--- src/rtl/psk_pkg.sv ---
// Shared types and amplitude helpers for the BPSK/QPSK modulator.
package psk_pkg;

   typedef enum logic {
      MODE_BPSK = 1'b0,
      MODE_QPSK = 1'b1
   } mode_e;

   typedef struct packed {
      logic i_bit;
      logic q_bit;
   } sym_t;

   function automatic int amp_f(input int dw);
      return (1 << (dw - 1)) - 1;
   endfunction

   // round(amp/sqrt2) in fixed point: 46341/65536 ~= 1/sqrt2
   function automatic int amp_q_f(input int dw);
      longint a;
      a = longint'(amp_f(dw));
      return int'((a * 64'sd46341 + 64'sd32768) >>> 16);
   endfunction

endpackage

--- src/rtl/psk_symbol_mapper.sv ---
// Combinational symbol-to-constellation mapper (BPSK on I only, QPSK on both axes).
module psk_symbol_mapper
   import psk_pkg::*;
#(
   parameter int DATA_W = 13,
   parameter int AMP    = amp_f(DATA_W),
   parameter int AMP_Q  = amp_q_f(DATA_W)
) (
   input  sym_t              sym_i,
   input  mode_e             mode_i,
   output logic [DATA_W-1:0] i_o,
   output logic [DATA_W-1:0] q_o
);

   function automatic logic signed [DATA_W-1:0] map_axis(input logic b, input int mag);
      logic signed [DATA_W-1:0] m;
      m = DATA_W'(mag);
      return b ? m : -m;
   endfunction

   always_comb begin
      i_o = '0;
      q_o = '0;
      if (mode_i == MODE_QPSK) begin
         i_o = map_axis(sym_i.i_bit, AMP_Q);
         q_o = map_axis(sym_i.q_bit, AMP_Q);
      end else begin
         i_o = map_axis(sym_i.i_bit, AMP);
      end
   end

endmodule

--- src/rtl/psk_modulator.sv ---
// BPSK/QPSK baseband modulator with differential BPSK and a one-symbol prefetch buffer.
module psk_modulator
   import psk_pkg::*;
#(
   parameter int DATA_W = 13,
   parameter int CNT_W  = 32,
   parameter int AMP    = amp_f(DATA_W),
   parameter int AMP_Q  = amp_q_f(DATA_W)
) (
   input  logic              clk_i,
   input  logic              rst_i,
   input  logic              mode_i,
   input  logic              diff_en_i,
   input  logic [CNT_W-1:0]  cycles_per_sym_i,
   input  logic              bit_i,
   input  logic              valid_i,
   output logic              ready_o,
   output logic [DATA_W-1:0] i_data_o,
   output logic [DATA_W-1:0] q_data_o,
   output logic              valid_o,
   output logic              underrun_o
);

   sym_t             cur_q, cur_d, pend_q, pend_d, new_sym;
   logic             cur_vld_q, cur_vld_d, pend_vld_q, pend_vld_d;
   logic             half_q, half_d, half_vld_q, half_vld_d;
   logic             prev_tx_q, prev_tx_d, underrun_q, underrun_d;
   logic [CNT_W-1:0] cnt_q, cnt_d, n_q, n_d, n_eff;
   mode_e            mode_q, mode_d, eff_mode;
   logic             idle, acc, last, sym_done, tx_bit;
   logic [DATA_W-1:0] map_i, map_q;

   // Mode only follows mode_i while nothing is in flight, so a symbol never mixes modes
   assign idle     = !cur_vld_q && !pend_vld_q && !half_vld_q;
   assign eff_mode = idle ? mode_e'(mode_i) : mode_q;
   assign ready_o  = !pend_vld_q;
   assign acc      = valid_i && ready_o;
   assign n_eff    = (cycles_per_sym_i == '0) ? CNT_W'(1) : cycles_per_sym_i;
   assign last     = cur_vld_q && (cnt_q == n_q - CNT_W'(1));
   assign tx_bit   = bit_i ^ (diff_en_i & prev_tx_q);

   always_comb begin
      new_sym  = '0;
      sym_done = 1'b0;
      if (eff_mode == MODE_QPSK) begin
         sym_done      = acc && half_vld_q;
         new_sym.i_bit = half_q;
         new_sym.q_bit = bit_i;
      end else begin
         sym_done      = acc;
         new_sym.i_bit = tx_bit;
      end
   end

   always_comb begin
      cur_d      = cur_q;
      cur_vld_d  = cur_vld_q;
      pend_d     = pend_q;
      pend_vld_d = pend_vld_q;
      half_d     = half_q;
      half_vld_d = half_vld_q;
      cnt_d      = cnt_q;
      n_d        = n_q;
      prev_tx_d  = prev_tx_q;
      underrun_d = 1'b0;
      mode_d     = eff_mode;

      if (acc && eff_mode == MODE_QPSK) begin
         half_vld_d = !half_vld_q;
         if (!half_vld_q) half_d = bit_i;
      end
      if (sym_done && eff_mode == MODE_BPSK) prev_tx_d = tx_bit;

      if (!cur_vld_q) begin
         if (sym_done) begin
            cur_d     = new_sym;
            cur_vld_d = 1'b1;
            cnt_d     = '0;
            n_d       = n_eff;
         end
      end else if (last) begin
         // Pending symbol has priority; a bit arriving now can only load if nothing is pending
         if (pend_vld_q) begin
            cur_d      = pend_q;
            pend_vld_d = 1'b0;
            cnt_d      = '0;
            n_d        = n_eff;
         end else if (sym_done) begin
            cur_d = new_sym;
            cnt_d = '0;
            n_d   = n_eff;
         end else begin
            cur_vld_d  = 1'b0;
            underrun_d = half_vld_d;
         end
      end else begin
         cnt_d = cnt_q + CNT_W'(1);
         if (sym_done) begin
            pend_d     = new_sym;
            pend_vld_d = 1'b1;
         end
      end
   end

   always_ff @(posedge clk_i) begin
      if (rst_i) begin
         cur_vld_q  <= 1'b0;
         pend_vld_q <= 1'b0;
         half_vld_q <= 1'b0;
         cnt_q      <= '0;
         prev_tx_q  <= 1'b0;
         underrun_q <= 1'b0;
         mode_q     <= MODE_BPSK;
      end else begin
         cur_vld_q  <= cur_vld_d;
         pend_vld_q <= pend_vld_d;
         half_vld_q <= half_vld_d;
         cnt_q      <= cnt_d;
         prev_tx_q  <= prev_tx_d;
         underrun_q <= underrun_d;
         mode_q     <= mode_d;
      end
   end

   // Payload registers are qualified by their valid flags and need no reset
   always_ff @(posedge clk_i) begin
      cur_q  <= cur_d;
      pend_q <= pend_d;
      half_q <= half_d;
      n_q    <= n_d;
   end

   psk_symbol_mapper #(
      .DATA_W (DATA_W),
      .AMP    (AMP),
      .AMP_Q  (AMP_Q)
   ) u_mapper (
      .sym_i  (cur_q),
      .mode_i (mode_q),
      .i_o    (map_i),
      .q_o    (map_q)
   );

   assign i_data_o   = cur_vld_q ? map_i : '0;
   assign q_data_o   = cur_vld_q ? map_q : '0;
   assign valid_o    = cur_vld_q;
   assign underrun_o = underrun_q;

endmodule

--- config.mk ---
export PLATFORM = sky130hd
export DESIGN_NAME = psk_modulator
export DESIGN_NICKNAME = d
export VERILOG_FILES = /design/src/rtl/psk_pkg.sv /design/src/rtl/psk_symbol_mapper.sv /design/src/rtl/psk_modulator.sv
export SDC_FILE = /design/constraint.sdc
export NUM_CORES = 1
export LEC_CHECK = 0
export CORE_MARGIN = 3
export CORE_UTILIZATION = 35
export DETAILED_ROUTE_END_ITERATION = 10
export GPL_TIMING_DRIVEN = 1
export PLACE_DENSITY = 0.57
export SLEW_MARGIN = 20
export SYNTH_ARGS = -nofsm -noshare
export SYNTH_HDL_FRONTEND = slang
export SYNTH_HIERARCHICAL = 1
export SYNTH_SLANG_ARGS = --single-unit
--- constraint.sdc ---
create_clock -name clk_i -period 3.4 [get_ports clk_i]
set_input_delay 0.85 -clock clk_i [delete_from_list [all_inputs] [get_ports clk_i]]
set_output_delay 0.85 -clock clk_i [all_outputs]
set_load 0.1 [all_outputs]
Word level (Yosys, flattened, before mapping)
Index checks and enable logic that the tools add are counted.

cells by class
  bitwise gates (word level) = 6
  multiplexer cells = 31
  add/sub/neg operators = 2
  reduce and logical (&&, ||, !) cells = 16
  equality and inequality tests = 2

operator list
  operator                                                              count
  32-bit 2-to-1 mux                                                     9
  13-bit 2-to-1 mux                                                     7
  32-bit by 1-bit adder with 32-bit output, second input constant       1
  32-bit equality test                                                  1
  32-bit zero test                                                      1
  32-bit by 1-bit subtractor with 32-bit output, second input constant  1
  1-bit 2-to-1 mux                                                      11
  2-bit 2-to-1 mux                                                      4
  1-bit logical AND                                                     7
  5-bit OR reduction                                                    1
  1-bit inverter                                                        4
  2-bit AND reduction                                                   2
  1-bit zero test                                                       3
  3-bit AND reduction                                                   1
  2-bit by 1-bit != test with 1-bit output, second input constant       1
  2-bit nonzero test                                                    1
  1-bit bitwise AND                                                     1
  1-bit XOR                                                             1

word-level totals
  bits in registers = 75
  logic and storage cells = 70

Logic depth before layout (Yosys ltp)
Gate-level depths: netlist of run 1.

  depth in word-level cells = 9
  depth in mapped cells = 13

Modules after synthesis
Netlist of run 1, hierarchy kept.

modules (own cells, without submodules)
  module             cells an instance  times used  area each (sq um)
  psk_modulator      546                1           5,069.9
  psk_symbol_mapper  30                 1           230.2

Worst setup path after synthesis of run 1
OpenSTA, ideal clock, no wires.

  path kind = reg-to-reg
  from = register n_q[3]
  to = register cnt_q[24]
  setup slack = -0.353 ns
  arrival time = 3.633 ns
  required time = 3.280 ns
  buffers on the path = 3
  clock period less this slack = 3.753 ns
  cell stages (with the launch flop) = 13
  cells stage by stage = edfxtp_1 buf_6 nor4_4 nand4_4 or4_4 a22oi_2 o211ai_2 o41ai_1 buf_2 nor2_4 clkbuf_1 and3_1 a211o_1

between the ends
  word-level cells in the longest chain between the ends = 5

RTL lines
  what                                           line                  source
  start, declared                                psk_modulator.sv:28   logic [CNT_W-1:0] cnt_q, cnt_d, n_q, n_d, n_eff;
  start signal, assigned                         psk_modulator.sv:130  n_q <= n_d;
  32-bit by 1-bit subtractor with 32-bit output  psk_modulator.sv:39   assign last = cur_vld_q && (cnt_q == n_q - CNT_W'(1));
  32-bit equality test                           psk_modulator.sv:39
  1-bit logical AND                              psk_modulator.sv:39
  32-bit 2-to-1 mux                              psk_modulator.sv:81   end else if (last) begin
  32-bit 2-to-1 mux                              psk_modulator.sv:74   if (!cur_vld_q) begin
  end signal, assigned                           psk_modulator.sv:118  cnt_q <= cnt_d;
  end, declared                                  psk_modulator.sv:28

Every way passes these cells.
A chain may end at the register's enable or synchronous reset.

Worst setup path in the final report of run 1
  from = register n_q[1]
  to = register n_q[29], enable pin

between the ends
  word-level cells in the longest chain between the ends = 4

RTL lines
  what                                                       line
  32-bit by 1-bit subtractor with 32-bit output              psk_modulator.sv:39
  32-bit equality test                                       psk_modulator.sv:39
  1-bit logical AND                                          psk_modulator.sv:39
  2-bit by 1-bit != test with 1-bit output (no source line)  n/a

Every way passes these cells.

==> metrics.txt, run 1 <==
status completed; Tcrit/Tclk final around 98%; core area ~0.015 sq mm; antenna violation net count after detailed routing 0; Final Core Density 46.95%; Area growth syn-to-layout 30.22%; Slowest Stage Delay on Critical Path 420 ps; Initial Utilization 36.06%; pin count of the biggest net entering global routing 39; CP Buf/Inv Count 4; GP Congestion ~0.84; Port Buffers 62; Pins Over Slew Limit 0; Worst Path Arrival approximately 3400 ps; htree depth 3; clock tree root driver cell clkbuf_16; Seq/Total Area, Yosys between 30% and 40%; die area about 0.017 sq mm; clk sink count 75; cells after synthesis between 500 and 600; most frequent cells in the layout buf_4 (82), dfxtp_1 (38), edfxtp_1 (37), clkdlybuf4s50_1 (37); Synth Cell Area around 0.0053 sq mm; io pins 67; WS Path Type reg -> reg; Pleak between 2 and 3 nW; RSZ-0062 raised after global routing yes; Detailed Routing Iterations Pass 1 4; Slew HR a little over a third; worst-path cell chain buf_6 > or3_4 > or3_4 > and3_4 > a2111oi_4 > nand4_1 > o41ai_4 > buf_4 > buf_4 > buf_12; CP max FO 16; CTS tree built; layout cell share with drive strength beyond 1 between 20% and 30%; Inserted Diodes 0; CP delay by family, top simple AND/OR/NAND/NOR gates; FP Rows between 40 and 50; DRC 0; Final setup viols 0; initial antenna violation count 0; Worst Max-Slew Pin Slew between 900 and 1000 ps; Max Clock Freq about 300 MHz; DP HPWL 10.29 mm; final net count between 700 and 800; initial drt markers 235; Worst Path Required 3450 ps; Period minus WS final around 3300 ps; Power, Total 0.003999 W; Layout Skew just over 6 ps; Clock Path Buffers 2; CTS Buf Count 9; ys async rst share 0%; EDFF count, synth 37; global route overflow 0; pwr/cell area just under 600 mW/mm^2; Critical Path Sink Type register; first-pass GRT wire length 21.98 mm; Yosys cell types 76; Hold Slack between 500 and 600 ps; DR WL/cell 16.55 um; final wirelength between 10 and 15 mm; clk slew on worst S/H paths approximately 60 ps; Worst-Skew Late Latency roughly 350 ps; VDD IR-drop max 0.3249 mV; chip width between 100 and 150 um; Worst setup SP type register; GRT Util Overall ~17%; Critical-path top delay cell o41ai_4; fillers ~1.4k; synthesis-stage register bit count between 70 and 80; height of the die between 100 and 150 um; synth warn 6; vias in the first global route approximately 4.3k; average cell area after synthesis between 9 and 10 sq um; Via density 5.371; Most used DFF post-synth dfxtp_1; Max-cap violations 0; Min-Delay Path Class reg -> reg; final hold violations 0; via count about 4.6k; commonest non-fill, non-tap cell in the layout buf_4
-- cells by family (layout without fill, tap and decap cells) --
kind of cell | after synthesis | count (layout) | synth area share [%]
mux | 33 | 33 | 6.893
fa+ha+maj | 7 | 7 | 1.652
flops | 75 | 75 | 35.32
xor+xnor | 45 | 45 | 7.696
buf+inv | 65 | 160 | 7.271
other cells | 1 | 4 | 0.07075
compound gates | 103 | 103 | 14.00
simple gates | 247 | 248 | 27.10
-- metal layers --
metal / routed length [um] / global-route usage, % / up-vias
met1: 6729 / 23.20 / 2151
met3: 845 / 2.638 / 20
met2: 6374 / 25.55 / 137
li1: - / - / 2306
met5: 0 / 0 / -
met4: 265 / 7.721 / 0
-- report_power, final --
part           switching (W)  internal [W]  leakage, nW
sequential          0.000142       0.00116        0.684
combinational       0.000959      0.000739         1.86
clock               0.000397      0.000604        0.155
-- flip-flops by register name, summed over array words and instances (netlist names), 2 cells and up --
name,count
cnt_q,32
n_q,32
cur_q,2
pend_q,2
-- worst paths after layout --
| check | start | endpoint | slack [ps] | cells past startpoint |
|---|---|---|---|---|
| worst max-delay path | n_q[1] | n_q[29] | 70 | 10 |
| worst min register to register | prev_tx_q | prev_tx_q | 510 | 2 |
| worst min-delay path | prev_tx_q | prev_tx_q | 510 | 2 |
| worst max register to register | n_q[1] | n_q[29] | 70 | 10 |
-- worst reg2reg max path, stage by stage (launching register included) --
cell       delay (ps)
edfxtp_1          410
buf_6             140
or3_4             410
or3_4             380
and3_4            190
a2111oi_4         240
nand4_1           260
o41ai_4           420
buf_4             180
buf_4             200
buf_12            190
-- synth_stat cells (7+ instances only) --
master	number	share of area, %
inv_1	12	0.85
buf_6	7	1.5
edfxtp_1	37	21
mux2_2	28	5.9
a31oi_1	7	0.83
nand2_1	33	2.3
nand4_1	15	1.8
nor4_1	13	1.5
nor2_1	33	2.3
or3_1	12	1.4
clkbuf_1	19	1.3
nor2b_1	7	0.83
nand2b_1	9	1.1
a21oi_1	19	1.8
ha_1	7	1.7
buf_4	22	3.1
xor2_1	20	3.3
nor3_1	25	2.4
and3_1	19	2.2
a211o_1	9	1.5
nand3_1	19	1.8
xnor2_1	24	4.0
o21ai_0	20	1.9
dfxtp_1	38	14
and2_1	28	3.3
-- metrics by stage --
step                      TNS (ps)  std cells  setup slack (ps)  cell area (sq um)
final                            0        859             74.17               6902
after global routing         -1145        859            -55.44               6902
after CTS                        0        843             24.31               6599
after detailed placement     -1769        827            -111.5               6266
after global placement      -14.49        827            -9.566               6266
after floorplan                  0        579            0.6162               5356
-- area by class of cell --
cell class              count  area, sq um  area share, %
inverters                  12        45.04         0.6526
multi-input cells         440         3226          46.74
flip-flops and latches     75         1872          27.12
well taps                 184        230.2          3.336
clock inverters             4        27.53         0.3988
clock buffers              12        289.0          4.188
repair buffers            132         1212          17.57
-- repair_timing --
action	CTS	global route
setup endpoints to repair	26	64
setup buffers	0	12
resized for setup	3	30
pin swaps	0	17
hold buffers	0	0
cloned	0	4
Note: power is estimated with default switching activity, not from simulation.
==> run 2: changes to the inputs <==
==> constraint.sdc (replaced) <==
create_clock -name clk_i -period 3.4 [get_ports clk_i]
set_input_delay 0.85 -clock clk_i [delete_from_list [all_inputs] [get_ports clk_i]]
set_output_delay 0.85 -clock clk_i [all_outputs]
set_load 0.02 [all_outputs]
==> run 2 against run 1 <==
  * Register-to-register slack better by 60 ps
  * Via count about the same
  * Sequential power about the same
  * Design area down 2.2%
  * Critical path depth up 1
  * Sequential share of layout area up 0.60 points
  * Clock power about the same
  * Sequential cell count unchanged
  * Routed wire length down 3.8%
  * First-iteration DRC count up 16%
  * Fmax up 2.0%
  * Non-clock buffer count down 10
==> metrics.txt, run 2 (same netlist as run 1, synthesis figures left out) <==
clk slew on worst S/H paths 60 ps (about the same); Worst R2R Start n_q[3] (was n_q[1]); Switch Pwr 0.001212 W (was 0.001499 W); antenna violation net count after detailed routing 0 (unchanged); pin count of the biggest net entering global routing 37 (was 39); Power, Total 0.003709 W (was 0.003999 W); Area growth syn-to-layout 27.38% (was 30.22%); Max Clock Freq 306.5 MHz (was 300.7 MHz); Initial Utilization 36.06% (unchanged); Placed Cells 828 (was 827); Slowest Stage Delay on Critical Path 560 ps (was 420 ps); final wirelength 13.67 mm (was 14.22 mm); Reg2Reg Depth 11 (was 10); RR Endpoint cnt_q[28] (was n_q[29]); clk sink count 75 (unchanged); R2R Setup Slk 140 ps (was 70 ps); clock tree root driver cell clkbuf_16 (unchanged); io pins 67 (unchanged); DR WL/cell 16.10 um (was 16.55 um); via count 4,611 (was 4,614); GR Util met1 22.36% (was 23.20%); Worst-Skew Late Latency 340 ps (was 350 ps); cts hold-fix bufs 0 (unchanged); status completed (unchanged); pwr/cell area 549.4 mW/mm^2 (was 579.4 mW/mm^2); Detailed Routing Iterations Pass 1 5 (was 4); die area 0.01666 sq mm (unchanged); Tcrit/Tclk final 95.95% (was 97.82%); Max-cap violations 0 (unchanged); Worst Path Arrival 3490 ps (was 3380 ps); Int Pwr 0.002497 W (was 0.002500 W); WS Path Type reg -> reg (unchanged); Top Registers cnt_q (32), n_q (32) (unchanged); Layout Skew 5.747 ps (was 6.201 ps); DRC 0 (unchanged); vias in the first global route 4,212 (was 4,278); Worst Max-Slew Pin Slew 730.7 ps (was 971.7 ps); worst-path cell chain or4_4 > or3_1 > and3_1 > a2111oi_4 > nand4_1 > buf_4 > o41ai_4 > buf_4 > nor2_4 > and3_1 > a211o_1 (was buf_6 > or3_4 > or3_4 > and3_4 > a2111oi_4 > nand4_1 > o41ai_4 > buf_4 > buf_4 > buf_12); hold path startpoint prev_tx_q (unchanged); CTS Buf Count 9 (unchanged); Worst setup SP type register (unchanged); FP Rows 44 (unchanged); most frequent cells in the layout clkdlybuf4s50_1 (62), buf_4 (55), dfxtp_1 (38) (was buf_4 (82), dfxtp_1 (38), edfxtp_1 (37), clkdlybuf4s50_1 (37)); Min-Delay Path Class reg -> reg (unchanged); Reg power frac 35.2% (was 32.5%); Port Buffers 62 (unchanged); Top Usage Layer GRT met2 (unchanged); GR Util met2 26.43% (was 25.55%); Slew HR 51.13% (was 35.67%); htree depth 3 (unchanged); commonest non-fill, non-tap cell in the layout clkdlybuf4s50_1 (was buf_4); Critical Path Sink Type register (unchanged); Worst Hold Path Cells 2 (unchanged); global route overflow 0 (unchanged); final net count 705 (was 715); CP max FO 11 (was 16); Via density 5.431 (was 5.371); Period minus WS final 3262 ps (was 3326 ps); Non-Filler Instances 849 (was 859); VDD IR-drop max 0.3107 mV (was 0.3249 mV); layout cell share with drive strength beyond 1 19.85% (was 26.52%); Critical-path top delay cell or4_4 (was o41ai_4); Hold Crit Endpoint prev_tx_q (unchanged); power share of the clock group 27.8% (was 25.0%); Switching Share 32.68% (was 37.48%); Final setup viols 0 (unchanged); Clock Path Buffers 2 (unchanged); multi-input logic area 0.003143 sq mm (was 0.003226 sq mm); setup TNS 0 ps (unchanged); Hold Slack 513.7 ps (was 510.6 ps); fillers 1,394 (was 1,390); initial antenna violation count 0 (unchanged); Inserted Diodes 0 (unchanged); GR Util met3 2.514% (was 2.638%); Comb power frac 37.0% (was 42.5%); chip width 129.1 um (unchanged); first-pass GRT wire length 21.53 mm (was 21.98 mm); GRT Util Overall 16.41% (was 16.70%); Pleak 2.563 nW (was 2.696 nW); initial drt markers 273 (was 235); Worst Path Required 3630 ps (was 3450 ps); CTS tree built (unchanged); core area 0.01470 sq mm (unchanged); Sequential cell area 0.001872 sq mm (unchanged); RSZ-0062 raised after global routing no (was yes); GP Congestion 0.8207 (was 0.8359); final hold violations 0 (unchanged); height of the die 129.1 um (unchanged); Pins Over Slew Limit 0 (unchanged); DP HPWL 10.26 mm (was 10.29 mm)
[run 2: changes by cell type in the layout (fill, tap and decap cells not counted), moves of 2 or more]
cell / previous run / this run
buf_6: 5 / 0
or3_1: 10 / 12
nor4_1: 10 / 13
or3_4: 2 / 0
buf_4: 82 / 55
clkdlybuf4s50_1: 37 / 62
nor4_4: 4 / 2
[run 2: how the worst max path moves through the flow]
stage,from,end,slack [ps],depth (start not counted)
floorplan,n_q[4],cnt_q[24],0.6,12
global placement,n_q[4],cnt_q[2],20,10
detailed placement,n_q[3],cnt_q[25],-60,9
CTS,n_q[1],cnt_q[28],40,12
global route,n_q[24],cnt_q[10],10,10
finish,n_q[3],cnt_q[28],140,11
[run 2: critical path: cells and delay by family (launching register included)]
| kind | cells | cell delay [ps] |
|---|---|---|
| AND/OR/NAND/NOR | 6 | 1590 |
| AO/OA/AOI/OAI | 3 | 720 |
| flip-flops | 1 | 440 |
| buffers and inverters | 2 | 380 |
[run 2: layout make-up]
cell class / instances / share of cell area (%)
clock inverters: 2 / 0.1483
well taps: 184 / 3.410
flip-flops and latches: 75 / 27.72
repair buffers: 122 / 16.79
inverters: 12 / 0.6672
clock buffers: 14 / 4.707
multi-input cells: 440 / 46.55
[run 2: stage by stage]
| step | instance area (sq um) | utilization, % | worst slack (ps) |
|---|---|---|---|
| floorplan | 5356 | - | 0.6162 |
| CTS | 6663 | 45.33 | 44.77 |
| global route | 6751 | 45.93 | 9.717 |
| finish | 6751 | 45.93 | 137.8 |
| detailed placement | 6324 | 43.02 | -55.98 |
| global placement | 6324 | 43.02 | 19.91 |
[run 2: what timing repair did]
| item | in CTS | in global routing |
|---|---|---|
| resized for setup | 2 | 11 |
| buffers inserted | 1 | 3 |
| endpoints found under the setup margin | 25 | 63 |
| gates cloned | 0 | 1 |
| hold endpoints to repair | 0 | 0 |
| pin swaps | 1 | 5 |
[run 2: routing by layer]
layer / routed length, um / share of wire (%)
met1: 6516 / 48
met2: 6249 / 46
met3: 672 / 4.9
met4: 233 / 1.7
met5: 0 / 0
[run 2: power by group through the flow]
stage	logic, W	registers, W	clock network, W
2_1_floorplan	0.000882	0.00132	0
3_3_place_gp	0.00130	0.00132	0
3_5_place_dp	0.00132	0.00132	0
4_1_cts	0.00133	0.00131	0.00105
5_1_grt	0.00150	0.00133	0.00109
6_report	0.00137	0.00131	0.00103
==> run 3: changes to the inputs <==
--- a/config.mk
+++ b/config.mk
@@ -5,6 +5,7 @@
 export SDC_FILE = /design/constraint.sdc
 export NUM_CORES = 1
 export LEC_CHECK = 0
+export CAP_MARGIN = 0
 export CORE_MARGIN = 3
 export CORE_UTILIZATION = 35
 export DETAILED_ROUTE_END_ITERATION = 10
==> results of run 3 <==
Same layout as run 2: the final DEF is identical, and so are final timing and power.
